**src/rtl/instruction_fetch_controller.sv**
```systemverilog
// Fetch sequencer: reads program memory at the current PC, hands the instruction to
// decode with valid/ready, and strobes o_wrPC with a clean low-high-low pulse to advance.
module instruction_fetch_controller #(
  parameter int                     PC_CANT_BITS = 11,
  parameter int                     INSTR_BITS   = 16,
  parameter int                     OPCODE_BITS  = 5,
  parameter logic [OPCODE_BITS-1:0] HALT_OPCODE  = '0
) (
  input  logic                    i_clock,
  input  logic                    i_reset,
  input  logic                    i_start,
  input  logic                    i_step_mode,
  input  logic                    i_step,
  input  logic [PC_CANT_BITS-1:0] i_addr,
  output logic [PC_CANT_BITS-1:0] o_mem_addr,
  output logic                    o_mem_rd_en,
  input  logic [INSTR_BITS-1:0]   i_mem_data,
  output logic [INSTR_BITS-1:0]   o_instr,
  output logic                    o_instr_valid,
  input  logic                    i_instr_ready,
  output logic                    o_wrPC,
  output logic                    o_halted,
  output logic [PC_CANT_BITS-1:0] o_fetch_count
);

  typedef enum logic [2:0] {
    IDLE,
    READ,
    WAIT,
    PRESENT,
    ADVANCE,
    RELEASE,
    PAUSE,
    HALTED
  } state_t;

  state_t state;
  state_t state_next;
  logic   step_prev;
  logic   step_rise;
  logic   accept;
  logic   is_halt;

  assign o_mem_addr = i_addr;
  assign step_rise  = i_step & ~step_prev;
  assign accept     = (state == PRESENT) & i_instr_ready;
  assign is_halt    = (o_instr[INSTR_BITS-1 -: OPCODE_BITS] == HALT_OPCODE);

  always_comb begin
    state_next = state;
    case (state)
      IDLE:    if (i_start) state_next = READ;
      READ:    state_next = WAIT;
      WAIT:    state_next = PRESENT;
      PRESENT: if (i_instr_ready) state_next = is_halt ? HALTED : ADVANCE;
      ADVANCE: state_next = RELEASE;
      RELEASE: state_next = i_step_mode ? PAUSE : READ;
      PAUSE:   if (step_rise) state_next = READ;
      HALTED:  state_next = HALTED;
      default: state_next = IDLE;
    endcase
  end

  // Outputs are registered from the next state so each one is high exactly in its own state.
  always_ff @(posedge i_clock) begin
    if (!i_reset) begin
      state         <= IDLE;
      step_prev     <= 1'b0;
      o_mem_rd_en   <= 1'b0;
      o_instr_valid <= 1'b0;
      o_wrPC        <= 1'b0;
      o_halted      <= 1'b0;
      o_instr       <= '0;
      o_fetch_count <= '0;
    end else begin
      state         <= state_next;
      step_prev     <= i_step;
      o_mem_rd_en   <= (state_next == READ);
      o_instr_valid <= (state_next == PRESENT);
      o_wrPC        <= (state_next == ADVANCE);
      o_halted      <= (state_next == HALTED);
      if (state == WAIT) o_instr <= i_mem_data;
      if (accept) o_fetch_count <= o_fetch_count + PC_CANT_BITS'(1);
    end
  end

endmodule
```
**config.mk**
```make
export PLATFORM = sky130hd
export DESIGN_NAME = instruction_fetch_controller
export DESIGN_NICKNAME = d
export VERILOG_FILES = /design/src/rtl/instruction_fetch_controller.sv
export SDC_FILE = /design/constraint.sdc
export NUM_CORES = 1
export LEC_CHECK = 0
export CAP_MARGIN = 20
export CORE_MARGIN = 5
export CORE_UTILIZATION = 60
export DETAILED_ROUTE_END_ITERATION = 10
export DONT_BUFFER_PORTS = 1
export GPL_TIMING_DRIVEN = 0
export PLACE_DENSITY = 0.84
export SLEW_MARGIN = 10
export SYNTH_ARGS = -nofsm -noshare
export SYNTH_HDL_FRONTEND = slang
export SYNTH_SLANG_ARGS = --single-unit
```
**constraint.sdc**
```tcl
create_clock -name i_clock -period 4.03 [get_ports i_clock]
set_input_delay 1.209 -clock i_clock [delete_from_list [all_inputs] [get_ports i_clock]]
set_output_delay 1.209 -clock i_clock [all_outputs]
set_load 0.005 [all_outputs]
```
# --- Word level (Yosys, flattened, before mapping) ---
# Cells that the tools add are included.
op_classes:
  n_reduce_logical: 2
  bitwise_logic: 3
  add_sub_neg: 1
  mux: 6
  eq_ne: 11
op_table:
  columns: ["op", "count"]
  rows:
  - ["$pmux 3 s8", 1]
  - ["$eq 3x3->1 const B", 6]
  - ["$mux 3", 4]
  - ["$add 11x1->11 const B", 1]
  - ["$eq 3x2->1 const B", 3]
  - ["$eq 3x1->1 const B", 2]
  - ["$logic_not 5->1", 1]
  - ["$logic_not 3->1", 1]
  - ["$and 1x1->1", 2]
  - ["$mux 2", 1]
  - ["$not 1->1", 1]
word_totals:
  wordCells: 31
  output_inout_bits: 42
  reg_bits: 35
  in_bits: 33

# --- Depth between registers and ports, before layout ---
depth:
  depth_word: 5
  depth_mapped: 7
  ltp_nobuf: 5

# --- Worst setup path before layout ---
# OpenSTA, ideal clock, no wires.
synth_path:
  kind: "input-to-output"
  startpoint: "input port i_addr[0]"
  endpoint: "output port o_mem_addr[0]"
  path_slack_ns: 1.501
  required_time_ns: 2.821
  stages: 1
  arrival_time_ns: 1.320
  n_path_buf: 1
  path_cell_list: "buf_4"
synth_lines:
  columns: ["element", "line_no", "text"]
  rows:
  - ["start: declaration", "14", "input logic [PC_CANT_BITS-1:0] i_addr,"]
  - ["end: declaration", "15", "output logic [PC_CANT_BITS-1:0] o_mem_addr,"]
# No word-level cell between the ends.

# --- Worst setup path after layout ---
layout_path:
  startpoint: "input port i_addr[6]"
  endpoint: "output port o_mem_addr[6]"
# No word-level cell between the ends.

==> impl_metrics.tcl <==
set metrics [dict create \
    yosysTopAreaCell "dfxtp_1" \
    min_path_type "register to register" \
    switching_power_uw 200 \
    cts_buffer_depth 2 \
    finalWeightedCongestion 0.780 \
    numCtsBuffers 5 \
    cts_tree "yes" \
    grt_max_degree 11 \
    cts_setup_buffers 0 \
    cp-startpoint "i_addr[6]" \
    antenna_found_initial 0 \
    setup.worst_path.end_class "output pin" \
    max_cap_violations 0 \
    core_region_area_um2 2710 \
    power_frac_seq_pct 54.7 \
    arrival_ns 1.32 \
    whs_ns 0.486 \
    viasPerCell 5.72 \
    crit_fanout 1 \
    cts_hold_buf 0 \
    syn_area_per_cell_um2 8.96 \
    synthCells 185 \
    place_hpwl_um 2800 \
    remaining_drc_errors 0 \
    gr-total-overflow 0 \
    synth-edff-count 0 \
    slew_viol_final 0 \
    worstMarginPinSlew_ns 0.382 \
    ir_drop_v 0.000266 \
    synth_seq_cells 35 \
    synthTopCellsByCount "nand2_1, dfxtp_1, buf_4, a21boi_1, and2_1" \
    clk_latency_ns 0.34 \
    critPathSlowestCell "buf_4" \
    grt_pass1_vias 1317 \
    utilization_pct 64.7 \
    num_antenna_cells 0 \
    crit_type "primary input to output pin" \
    htreeDepth 2 \
    grt_usage_pct 18.6 \
    vias 1276 \
    ys_types 41 \
    cp_data_required_time_ns 2.82 \
    fin_nets 226 \
    ys.flop_type "dfxtp_1" \
    syn-num-nets 219 \
    comb_power_share_pct 18.3 \
    slew_headroom_pct 74.4 \
    postRouteAntennaNets 0 \
    critPathBufInv 1 \
    cts-resized-gates 0 \
    cts-root-buf "clkbuf_4" \
    min_from "o_instr[5]$_SDFFE_PN0P_" \
    dr.pass1.iters 4 \
    io_buffers 0 \
    syn_area_um2 1660 \
    yosysSeqAreaShare_pct 42.3 \
    die_area_um2 3910 \
    die_x_um 62.6 \
    synth.top_cell.area_share_pct 42.3 \
    crit_path_start_kind "primary input" \
    hold_viol_final 0 \
    drive_gt1_share_pct 19.8 \
    p_clk_share_pct 27.0 \
    slowest_delay_ns 0.11 \
    clock_sinks 35 \
    p_leak_uw 0.000659 \
    fmax_ghz 0.395 \
    status "finished, final reports clean" \
    ys_async_sr_fraction_pct 0 \
    rsz0062_at_grt "false" \
    initial_core_util_pct 61.2 \
    grt_pass1_wl_um 5860 \
    swShare_pct 28.1 \
    setup_viol 0 \
    syn_to_final_growth_pct 5.74 \
    synth_warnings 0 \
    worstPathCellList "buf_4" \
    wl_per_cell_um 15.9 \
    tns_ns 0 \
    synth_area_leaders "dfxtp_1, nand2_1, buf_4, a21boi_1, and2_1" \
    chipHeight_um 62.6 \
    clk_pin_slew_ns 0.10 \
    rr_startpoint "state[0]$_SDFF_PN0_" \
    ios 75 \
    synth.most_common_cell "nand2_1" \
    rows 19 \
    routed_wl_um 3550 \
    fin_worst_skew_ns 0.0169 \
    power_density_nw_per_um2 405 \
    fin_crit_sh_pct 62.8 \
    period_needed_ns 2.53 \
    cp_top_family "buffers and inverters" \
    p_int_uw 510 \
    drt_iter0_drc 39 \
]
## power by group through the flow
stage	combinational, uW	clock (uW)	sequential (uW)
2_1_floorplan	110	0	390
3_3_place_gp	124	0	395
3_5_place_dp	131	0	396
4_1_cts	131	195	388
5_1_grt	146	218	391
6_report	130	192	388
## worst paths after layout
kind	to	slack, ns	cells after the start
hold / removal	o_instr[5]$_SDFFE_PN0P_	0.49	2
setup reg to reg	o_fetch_count[10]$_SDFFE_PN0P_	2.42	6
setup / recovery	o_mem_addr[6]	1.50	1
hold reg to reg	o_instr[5]$_SDFFE_PN0P_	0.49	2
## through the flow
step	std cells	instance area [um2]	power (uW)	worst slack [ns]
2_1_floorplan	185	1660	500	1.50
3_3_place_gp	216	1700	519	1.50
3_5_place_dp	216	1700	527	1.50
4_1_cts	223	1750	714	1.50
5_1_grt	223	1750	755	1.49
6_report	223	1750	710	1.50
## area by class of cell
cell class                      count  area, um2
Buffer                             21        149
Tap cell                           31       38.8
Multi-Input combinational cell    124        785
Fill cell                         237        957
Sequential cell                    35        701
Inverter                            5       23.8
Clock buffer                        6       51.3
Clock inverter                      1       5.00
## routing by layer
metal	track usage (%)	vias up	wire (um)
met4	8.49	0	70
met2	30.6	58	1680
met1	19.1	585	1380
met3	10.3	8	418
li1	-	625	-
met5	0	-	0
## flip-flops by register name, summed over array words and instances, names as in the netlist
signal         cells
o_instr           16
o_fetch_count     11
state              3
o_halted           1
o_instr_valid      1
o_mem_rd_en        1
o_wrPC             1
step_prev          1
## logic make-up after synthesis
group	after synthesis	share of synthesized area, %
flip-flops	35	42.3
AND/OR/NAND/NOR	84	28.2
adder cells (fa/ha/maj)	1	0.755
buffers and inverters	26	10.4
AO/OA/AOI/OAI	32	14.7
XOR/XNOR	7	3.70
## cell usage in the layout, fill, tap and decap left out, types with 4 or more instances in the layout
cell      count
clkbuf_1      4
inv_1         4
xor2_1        4
a21boi_0      7
clkbuf_4      5
nor3_1        4
dfxtp_1      35
nor3_2        5
a21boi_1     11
buf_4        12
nand3_1       4
and2_1       10
nand2_1      41
Note: power is estimated with default switching activity, not from simulation.
